<file path="config.mk">
export PLATFORM = sky130hd
export DESIGN_NAME = instr_fetch
export DESIGN_NICKNAME = d
export VERILOG_FILES = /design/src/rtl/instr_fetch.sv
export SDC_FILE = /design/constraint.sdc
export NUM_CORES = 1
export LEC_CHECK = 0
export CAP_MARGIN = 25
export CORE_ASPECT_RATIO = 0.8
export CORE_MARGIN = 5
export CORE_UTILIZATION = 30
export CTS_BUF_LIST = sky130_fd_sc_hd__clkbuf_8
export CTS_CLUSTER_SIZE = 14
export DETAILED_ROUTE_END_ITERATION = 7
export PLACE_DENSITY = 0.59
export SLEW_MARGIN = 15
export SYNTH_ARGS = -nofsm -noshare
export SYNTH_HDL_FRONTEND = slang
export SYNTH_SLANG_ARGS = --single-unit
export TNS_END_PERCENT = 100
</file>
<file path="constraint.sdc">
create_clock -name clk -period 6.3 [get_ports clk]
set_input_delay 1.26 -clock clk [delete_from_list [all_inputs] [get_ports clk]]
set_output_delay 1.26 -clock clk [all_outputs]
set_load 0.05 [all_outputs]
</file>
<file path="src/rtl/instr_fetch.sv">
// ----------------------------------------------------------------------------
// instr_fetch
//
// Instruction fetch stage in front of a synchronous single-port ROM. It issues
// one ROM read per cycle while decode keeps accepting, so the throughput is one
// instruction per cycle. It follows branch/jump/trap redirects. Any fetch
// target that is misaligned or outside the ROM window becomes a fault beat.
// After a fault beat the stage halts until the next redirect.
//
// Ports
//   clk              single clock, all state on the rising edge
//   rst              synchronous, active-high reset
//   rom_rd_en        ROM read-port enable
//   rom_addr         ROM word address of the fetch being issued
//   rom_rd_data      ROM registered read data, valid one cycle after rom_rd_en
//   redirect_en      redirect strobe, beats both stall and sequential fetch
//   redirect_pc      redirect byte target
//   out_valid        instruction beat valid to decode
//   out_ready        decode accepts the beat (transfer = out_valid & out_ready)
//   out_inst         instruction word (NOP 0x13 on fault beats)
//   out_pc           byte PC of out_inst
//   out_misaligned   beat is an instruction-address-misaligned fault
//   out_access_fault beat is an instruction-access fault (outside ROM window)
// ----------------------------------------------------------------------------

package instr_fetch_pkg;
    // Word-address width of the attached ROM.
    localparam int DEFAULT_ROM_ADDR_WIDTH = 10;
endpackage

module instr_fetch
    import instr_fetch_pkg::*;
#(
    parameter int          ADDR_WIDTH = DEFAULT_ROM_ADDR_WIDTH,
    parameter logic [31:0] RESET_ADDR = 32'h0000_0000,
    parameter logic [31:0] ROM_BASE   = 32'h0000_0000
) (
    input  logic                  clk,
    input  logic                  rst,
    output logic                  rom_rd_en,
    output logic [ADDR_WIDTH-1:0] rom_addr,
    input  logic [31:0]           rom_rd_data,
    input  logic                  redirect_en,
    input  logic [31:0]           redirect_pc,
    output logic                  out_valid,
    input  logic                  out_ready,
    output logic [31:0]           out_inst,
    output logic [31:0]           out_pc,
    output logic                  out_misaligned,
    output logic                  out_access_fault
);

    localparam logic [0:0]  MODE_RUN  = 1'b0;
    localparam logic [0:0]  MODE_HALT = 1'b1;
    localparam logic [31:0] NOP_INST  = 32'h0000_0013;
    // Address bits that must match ROM_BASE for an address to be inside the window.
    localparam logic [31:0] WINDOW_MASK = ~((32'd1 << (ADDR_WIDTH + 2)) - 32'd1);

    logic [31:0] pc_q,         pc_d;
    logic        resp_valid_q, resp_valid_d;
    logic [31:0] resp_pc_q,    resp_pc_d;
    logic [1:0]  resp_fault_q, resp_fault_d;   // {access_fault, misaligned}
    logic [0:0]  mode_q,       mode_d;

    logic        advance;
    logic        fetch_seq;
    logic        fetch_any;
    logic [31:0] fetch_addr;
    logic        fetch_mis;
    logic        fetch_oow;
    logic        fetch_legal;

    // Reset is synchronous, so the beat registers still hold old values during
    // the first reset cycle. Masking here hides them at once.
    assign out_valid = resp_valid_q & ~rst;
    assign advance   = ~out_valid | out_ready;

    // A redirect takes priority over both stall and HALT. It also drops any
    // beat that is not accepted in the same cycle.
    assign fetch_seq = ~rst & ~redirect_en & (mode_q == MODE_RUN) & advance;
    assign fetch_any = (~rst & redirect_en) | fetch_seq;

    assign fetch_addr  = redirect_en ? redirect_pc : pc_q;
    assign fetch_mis   = (fetch_addr[1:0] != 2'b00);
    assign fetch_oow   = (((fetch_addr ^ ROM_BASE) & WINDOW_MASK) != 32'd0);
    assign fetch_legal = ~fetch_mis & ~fetch_oow;

    assign rom_rd_en = fetch_any & fetch_legal;
    assign rom_addr  = fetch_addr[ADDR_WIDTH+1:2];

    // During a stall the ROM output stays valid because no new read is issued.
    // This lets out_inst come straight from the ROM without a local copy.
    assign out_pc           = resp_pc_q;
    assign out_inst         = (resp_fault_q != 2'b00) ? NOP_INST : rom_rd_data;
    assign out_misaligned   = out_valid & resp_fault_q[0];
    assign out_access_fault = out_valid & resp_fault_q[1];

    always_comb begin
        // NOTE: every next-state signal gets a default before any branch, so
        // paths that do not assign it keep the value and infer no latch.
        pc_d         = pc_q;
        resp_valid_d = resp_valid_q;
        resp_pc_d    = resp_pc_q;
        resp_fault_d = resp_fault_q;
        mode_d       = mode_q;

        if (fetch_any) begin
            resp_valid_d = 1'b1;
            resp_pc_d    = fetch_addr;
            // Misaligned wins, so at most one flag is set.
            resp_fault_d = {~fetch_mis & fetch_oow, fetch_mis};
            if (fetch_legal) begin
                pc_d   = fetch_addr + 32'd4;
                mode_d = MODE_RUN;
            end else begin
                mode_d = MODE_HALT;
            end
        end else if (advance) begin
            // This branch is reached only in HALT: the held beat (if any) was
            // taken this cycle, and nothing replaces it.
            resp_valid_d = 1'b0;
        end
    end

    // NOTE: state registers use non-blocking assignments only, so every flop
    // samples the pre-edge value of every other flop.
    always_ff @(posedge clk) begin
        if (rst) begin
            pc_q         <= RESET_ADDR;
            resp_valid_q <= 1'b0;
            resp_pc_q    <= RESET_ADDR;
            resp_fault_q <= 2'b00;
            mode_q       <= MODE_RUN;
        end else begin
            pc_q         <= pc_d;
            resp_valid_q <= resp_valid_d;
            resp_pc_q    <= resp_pc_d;
            resp_fault_q <= resp_fault_d;
            mode_q       <= mode_d;
        end
    end

endmodule
</file>
==> results.sh, run 1 <==
export IMPL_p_per_area_nw_per_um2=239
export IMPL_die_x_um=127
export IMPL_ys_top_cells_by_area="dfxtp_1, and2_1, mux2i_1"
export IMPL_area_delta_synth_final_pct=50.7
export IMPL_syn_area_sq_um=3310
export IMPL_yosysMostFrequentCell="dfxtp_1"
export IMPL_drtPass1Iterations=4
export IMPL_crit_fanout=33
export IMPL_detail_route_vias_per_cell=4.76
export IMPL_grt_max_degree=39
export IMPL_grt_pass1_wl_mm=16.3
export IMPL_fp_dieH_um=104
export IMPL_ys_flop_type="dfxtp_1"
export IMPL_filler_cell_count=1057
export IMPL_diodes=0
export IMPL_hp_class="register to register"
export IMPL_synth_nets=438
export IMPL_cts_tree="built"
export IMPL_synth_common_cells="dfxtp_1, and2_1, nor2_1"
export IMPL_tns_ps=0
export IMPL_cp_arrival_ps=4060
export IMPL_fin_skew_ps=10.5
export IMPL_start_util_pct=30.5
export IMPL_ff2ff_path_depth=6
export IMPL_antenna_found_initial=0
export IMPL_synth_enable_flop_cells=0
export IMPL_finalSetupViolCount=0
export IMPL_root_buffer="clkbuf_8"
export IMPL_cts_hold_buf=0
export IMPL_ir_worst_vdd_mv=0.0946
export IMPL_post_cts_setup_buffers=0
export IMPL_io_buffer_count=145
export IMPL_io_pin_count=146
export IMPL_grt_use_total_pct=15.1
export IMPL_insertion_delay_ps=340
export IMPL_timing_hold_ws_ps=452
export IMPL_synthCells=369
export IMPL_min_period_over_period_pct=84.5
export IMPL_cts_max_level=3
export IMPL_ys_seq_elements=68
export IMPL_finalHoldViolCount=0
export IMPL_required_ps=5040
export IMPL_drc=0
export IMPL_nets=563
export IMPL_criticalPathCategory="input port to primary output"
export IMPL_first_global_vias=2989
export IMPL_avgSynthCellArea_sq_um=8.98
export IMPL_hpwlAfterDp_mm=7.66
export IMPL_cts_resized=0
export IMPL_synth_seq_area_share_pct=41.1
export IMPL_cp_start_kind="input port"
export IMPL_synthDominantCellAreaShare_pct=41.1
export IMPL_clk_pin_slew_ps=70
export IMPL_core_area_sq_um=10800
export IMPL_cp_end_kind="primary output"
export IMPL_clockBufferDepth=2
export IMPL_ant_nets=0
export IMPL_slew_viol_final=0
export IMPL_leakage_uw=0.00190
export IMPL_drive_above_1_share_pct=7.43
export IMPL_hold_depth=2
export IMPL_drtIter0Drc=150
export IMPL_status="finished, final reports clean"
export IMPL_synthArstFlopShare_pct=0
export IMPL_grt_ovfl_total=0
export IMPL_dieArea_sq_um=13300
export IMPL_clock_sinks=68
export IMPL_maxCapViolations=0
export IMPL_relSlewSlack_pct=43.2
export IMPL_row_count=34
export IMPL_synth_largest_area_cell="dfxtp_1"
export IMPL_final_min_clock_period_ps=5320
export IMPL_wl_mm=9.97
export IMPL_yosys_warnings=0
export IMPL_worstMarginPinSlew_ps=853
export IMPL_synth_cell_types=53
export IMPL_gp_congestion=0.853
export IMPL_wl_per_cell_um=15.5
export IMPL_cts_buffers=9
export IMPL_rsz0062_at_grt="no"
export IMPL_max_freq_mhz=188
export IMPL_vias=3059
cell families after synthesis:
kind of cell / after synthesis / synth area share [%]
buffers and inverters: 43 / 7.03
muxes: 31 / 9.94
AOI/OAI and AO/OA: 73 / 16.0
DFF: 68 / 41.1
and+or+nand+nor: 149 / 24.5
adders and majority gates: 1 / 0.378
xor gates and xnor gates: 4 / 1.06
power breakdown:
part           total (uW)  switching, uW  internal, uW  leakage (uW)
Sequential            457           10.2           447      0.000555
Clock                 391            169           221      0.000102
Combinational         348            215           133       0.00124
final timing paths:
path	from	endpoint	slack, ps
max	redirect_en	rom_rd_en	980
min	out_pc[9]	out_pc[9]	450
max reg2reg	pc_q[13]	pc_q[28]	3790
min reg2reg	out_pc[9]	out_pc[9]	450
final cells by class:
type | count | area (sq um) | area share (%)
flip-flops and latches | 68 | 1360 | 27.3
repair buffers | 149 | 1470 | 29.5
multi-input cells | 258 | 1730 | 34.7
clock inverters | 6 | 88.8 | 1.78
clock buffers | 9 | 124 | 2.48
well taps | 144 | 180 | 3.61
inverters | 8 | 35.0 | 0.702
registers in the layout, summed over array words and instances, names as in the netlist:
signal	flops
mode_q	1
out_pc	32
pc_q	32
resp_fault_q	2
resp_valid_q	1
stage by stage:
| stage | setup slack, ps | total power [uW] | area (sq um) | instances | utilization [%] |
|---|---|---|---|---|---|
| floorplan | 2070 | 686 | 3310 | 369 | - |
| global placement | 1000 | 815 | 4770 | 626 | 44.0 |
| detailed placement | 966 | 818 | 4780 | 627 | 44.1 |
| CTS | 967 | 1210 | 4990 | 642 | 46.0 |
| global route | 709 | 1250 | 4990 | 642 | 46.0 |
| finish | 977 | 1200 | 4990 | 642 | 46.0 |
critical path, cell delays in order:
cell and delay, ps:
buf_2 390, buf_4 510, nor3b_1 240, nand3_1 120, a21o_1 330, nor2_1 330
clkdlybuf4s50_1 870
layout by cell type (no fill, tap or decap), drive strengths merged, types with 3 or more instances in the layout:
cell type	instances
a211oi	29
a21oi	15
and2	52
buf	6
clkbuf	9
clkdlybuf4s50	143
dfxtp	68
inv	8
mux2i	29
nand2	15
nand2b	3
nand3	12
nand4	5
nor2	36
nor3	5
nor3b	3
nor4	5
o21ai	13
or3	3
or4	4
xnor2	3
layer usage:
metal / GRT usage [%] / share of wire [%] / vias up
met2: 23.7 / 45 / 125
met3: 5.75 / 9.4 / 11
met5: 0 / 0 / -
met4: 3.52 / 1.1 / 0
met1: 19.7 / 45 / 1380
li1: - / - / 1543
Note: power is estimated with default switching activity, not from simulation.
==> run 2, diff against run 1 <==
==> constraint.sdc (replaced) <==
create_clock -name clk -period 5.1 [get_ports clk]
set_input_delay 1.02 -clock clk [delete_from_list [all_inputs] [get_ports clk]]
set_output_delay 1.02 -clock clk [all_outputs]
set_load 0.05 [all_outputs]
==> results.sh, run 2 (synthesis results as in run 1) <==
export IMPL_status="finished, final reports clean"
export IMPL_crit_fanout=19
export IMPL_layout_commonest_cell="clkdlybuf4s50_1"
export IMPL_min_period_over_period_pct=88.1
export IMPL_grt_max_degree=42
export IMPL_io_buffer_count=145
export IMPL_tns_ps=0
export IMPL_cp_end_kind="primary output"
export IMPL_power_frac_clock_pct=34.7
export IMPL_wl_mm=10.2
export IMPL_wl_per_cell_um=15.7
export IMPL_placed_area_sq_um=4830
export IMPL_cp_start_kind="input port"
export IMPL_worstMarginPinSlew_ps=909
export IMPL_drc=0
export IMPL_rsz0062_at_grt="no"
export IMPL_maxCapViolations=0
export IMPL_vias=3111
export IMPL_ant_nets=0
export IMPL_hpwlAfterDp_mm=7.92
export IMPL_p_per_area_nw_per_um2=302
export IMPL_die_x_um=127
export IMPL_cts_resized=0
export IMPL_clk_pin_slew_ps=70
export IMPL_ir_worst_vdd_mv=0.113
export IMPL_fp_dieH_um=104
export IMPL_grt_use_total_pct=15.2
export IMPL_drtIter0Drc=186
export IMPL_detail_route_vias_per_cell=4.79
export IMPL_nets=569
export IMPL_layout_common_cells="clkdlybuf4s50_1, dfxtp_1, and2_1"
export IMPL_grt_ovfl_total=0
export IMPL_multi_input_area_sq_um=1730
export IMPL_clockBufferDepth=2
export IMPL_finalHoldViolCount=0
export IMPL_gp_congestion=0.835
export IMPL_post_cts_setup_buffers=0
export IMPL_cts_hold_buf=0
export IMPL_antenna_found_initial=0
export IMPL_cts_tree="built"
export IMPL_pwr_share_comb_pct=28.3
export IMPL_switching_power_uw=487
export IMPL_final_min_clock_period_ps=4500
export IMPL_core_area_sq_um=10800
export IMPL_insertion_delay_ps=340
export IMPL_relSlewSlack_pct=39.2
export IMPL_placed_cells=633
export IMPL_drive_above_1_share_pct=8.32
export IMPL_fin_skew_ps=9.52
export IMPL_grt_pass1_wl_mm=16.2
export IMPL_finalSetupViolCount=0
export IMPL_required_ps=4080
export IMPL_criticalPathCategory="input port to primary output"
export IMPL_start_util_pct=30.5
export IMPL_filler_cell_count=1050
export IMPL_cts_buffers=9
export IMPL_hp_class="register to register"
export IMPL_switching_share_pct=31.8
export IMPL_slew_viol_final=0
export IMPL_dieArea_sq_um=13300
export IMPL_final_cells=649
export IMPL_p_seq_share_pct=36.9
export IMPL_drtPass1Iterations=4
export IMPL_design_area_sq_um=5070
export IMPL_leakage_uw=0.00195
export IMPL_p_int_uw=1040
export IMPL_register_area_sq_um=1360
export IMPL_diodes=0
export IMPL_cts_max_level=3
export IMPL_cp_arrival_ps=3480
export IMPL_area_delta_synth_final_pct=53.0
export IMPL_clock_sinks=68
export IMPL_row_count=34
export IMPL_first_global_vias=3079
export IMPL_root_buffer="clkbuf_8"
export IMPL_max_freq_mhz=222
export IMPL_io_pin_count=146
==> run 2: cell types whose count changed in the layout (fill, tap and decap cells not counted) <==
cell	delta
clkinv_4	+2
inv_1	+1
nor2_1	+1
bufinv_16	+1
inv_6	-1
buf_4	+5
nor2_2	-1
buf_6	+1
clkinvlp_4	-2
==> run 2: metrics by stage <==
step           total power, uW  util [%]  hold slack, ps  setup WS [ps]
2_1_floorplan              847         -             444           1350
3_3_place_gp              1010      44.3             442            661
3_5_place_dp              1010      44.5             451            618
4_1_cts                   1550      46.7             460            608
5_1_grt                   1590      46.7             481            453
6_report                  1530      46.7             458            605
==> run 2: final cells by class <==
class | instances | share of cell area [%]
repair buffers | 155 | 30.0
flip-flops and latches | 68 | 26.9
clock inverters | 7 | 2.30
clock buffers | 9 | 2.45
inverters | 8 | 0.692
well taps | 144 | 3.56
multi-input cells | 258 | 34.1
==> run 2: per-layer routing <==
metal | global-route usage, % | share of wire, % | wire, um | up-vias
met2 | 23.8 | 44 | 4480 | 114
met1 | 19.9 | 47 | 4750 | 1436
met5 | 0 | 0 | 0 | -
li1 | - | - | - | 1549
met4 | 6.20 | 1.9 | 195 | 0
met3 | 3.85 | 7.6 | 770 | 12
==> run 2: final timing paths <==
check | startpoint | endpoint | slack (ps) | cells past startpoint
max | redirect_en | rom_rd_en | 600 | 7
min | out_pc[9] | out_pc[9] | 460 | 2
max reg2reg | pc_q[18] | pc_q[15] | 2610 | 6
min reg2reg | out_pc[9] | out_pc[9] | 460 | 2
==> run 2: power groups by stage <==
| stage | combinational [uW] | clock (uW) | sequential [uW] |
|---|---|---|---|
| after CTS | 437 | 547 | 566 |
| after detailed placement | 436 | 0 | 578 |
| after global placement | 431 | 0 | 577 |
| after floorplan | 210 | 0 | 637 |
| after global routing | 458 | 568 | 568 |
| final | 433 | 531 | 565 |
==> run 2: critical path, stage by stage <==
cell and delay (ps):
buf_2 370, buf_4 310, nor3b_1 220, nand3_1 120, a21o_1 320, nor2_1 240, clkdlybuf4s50_1 860
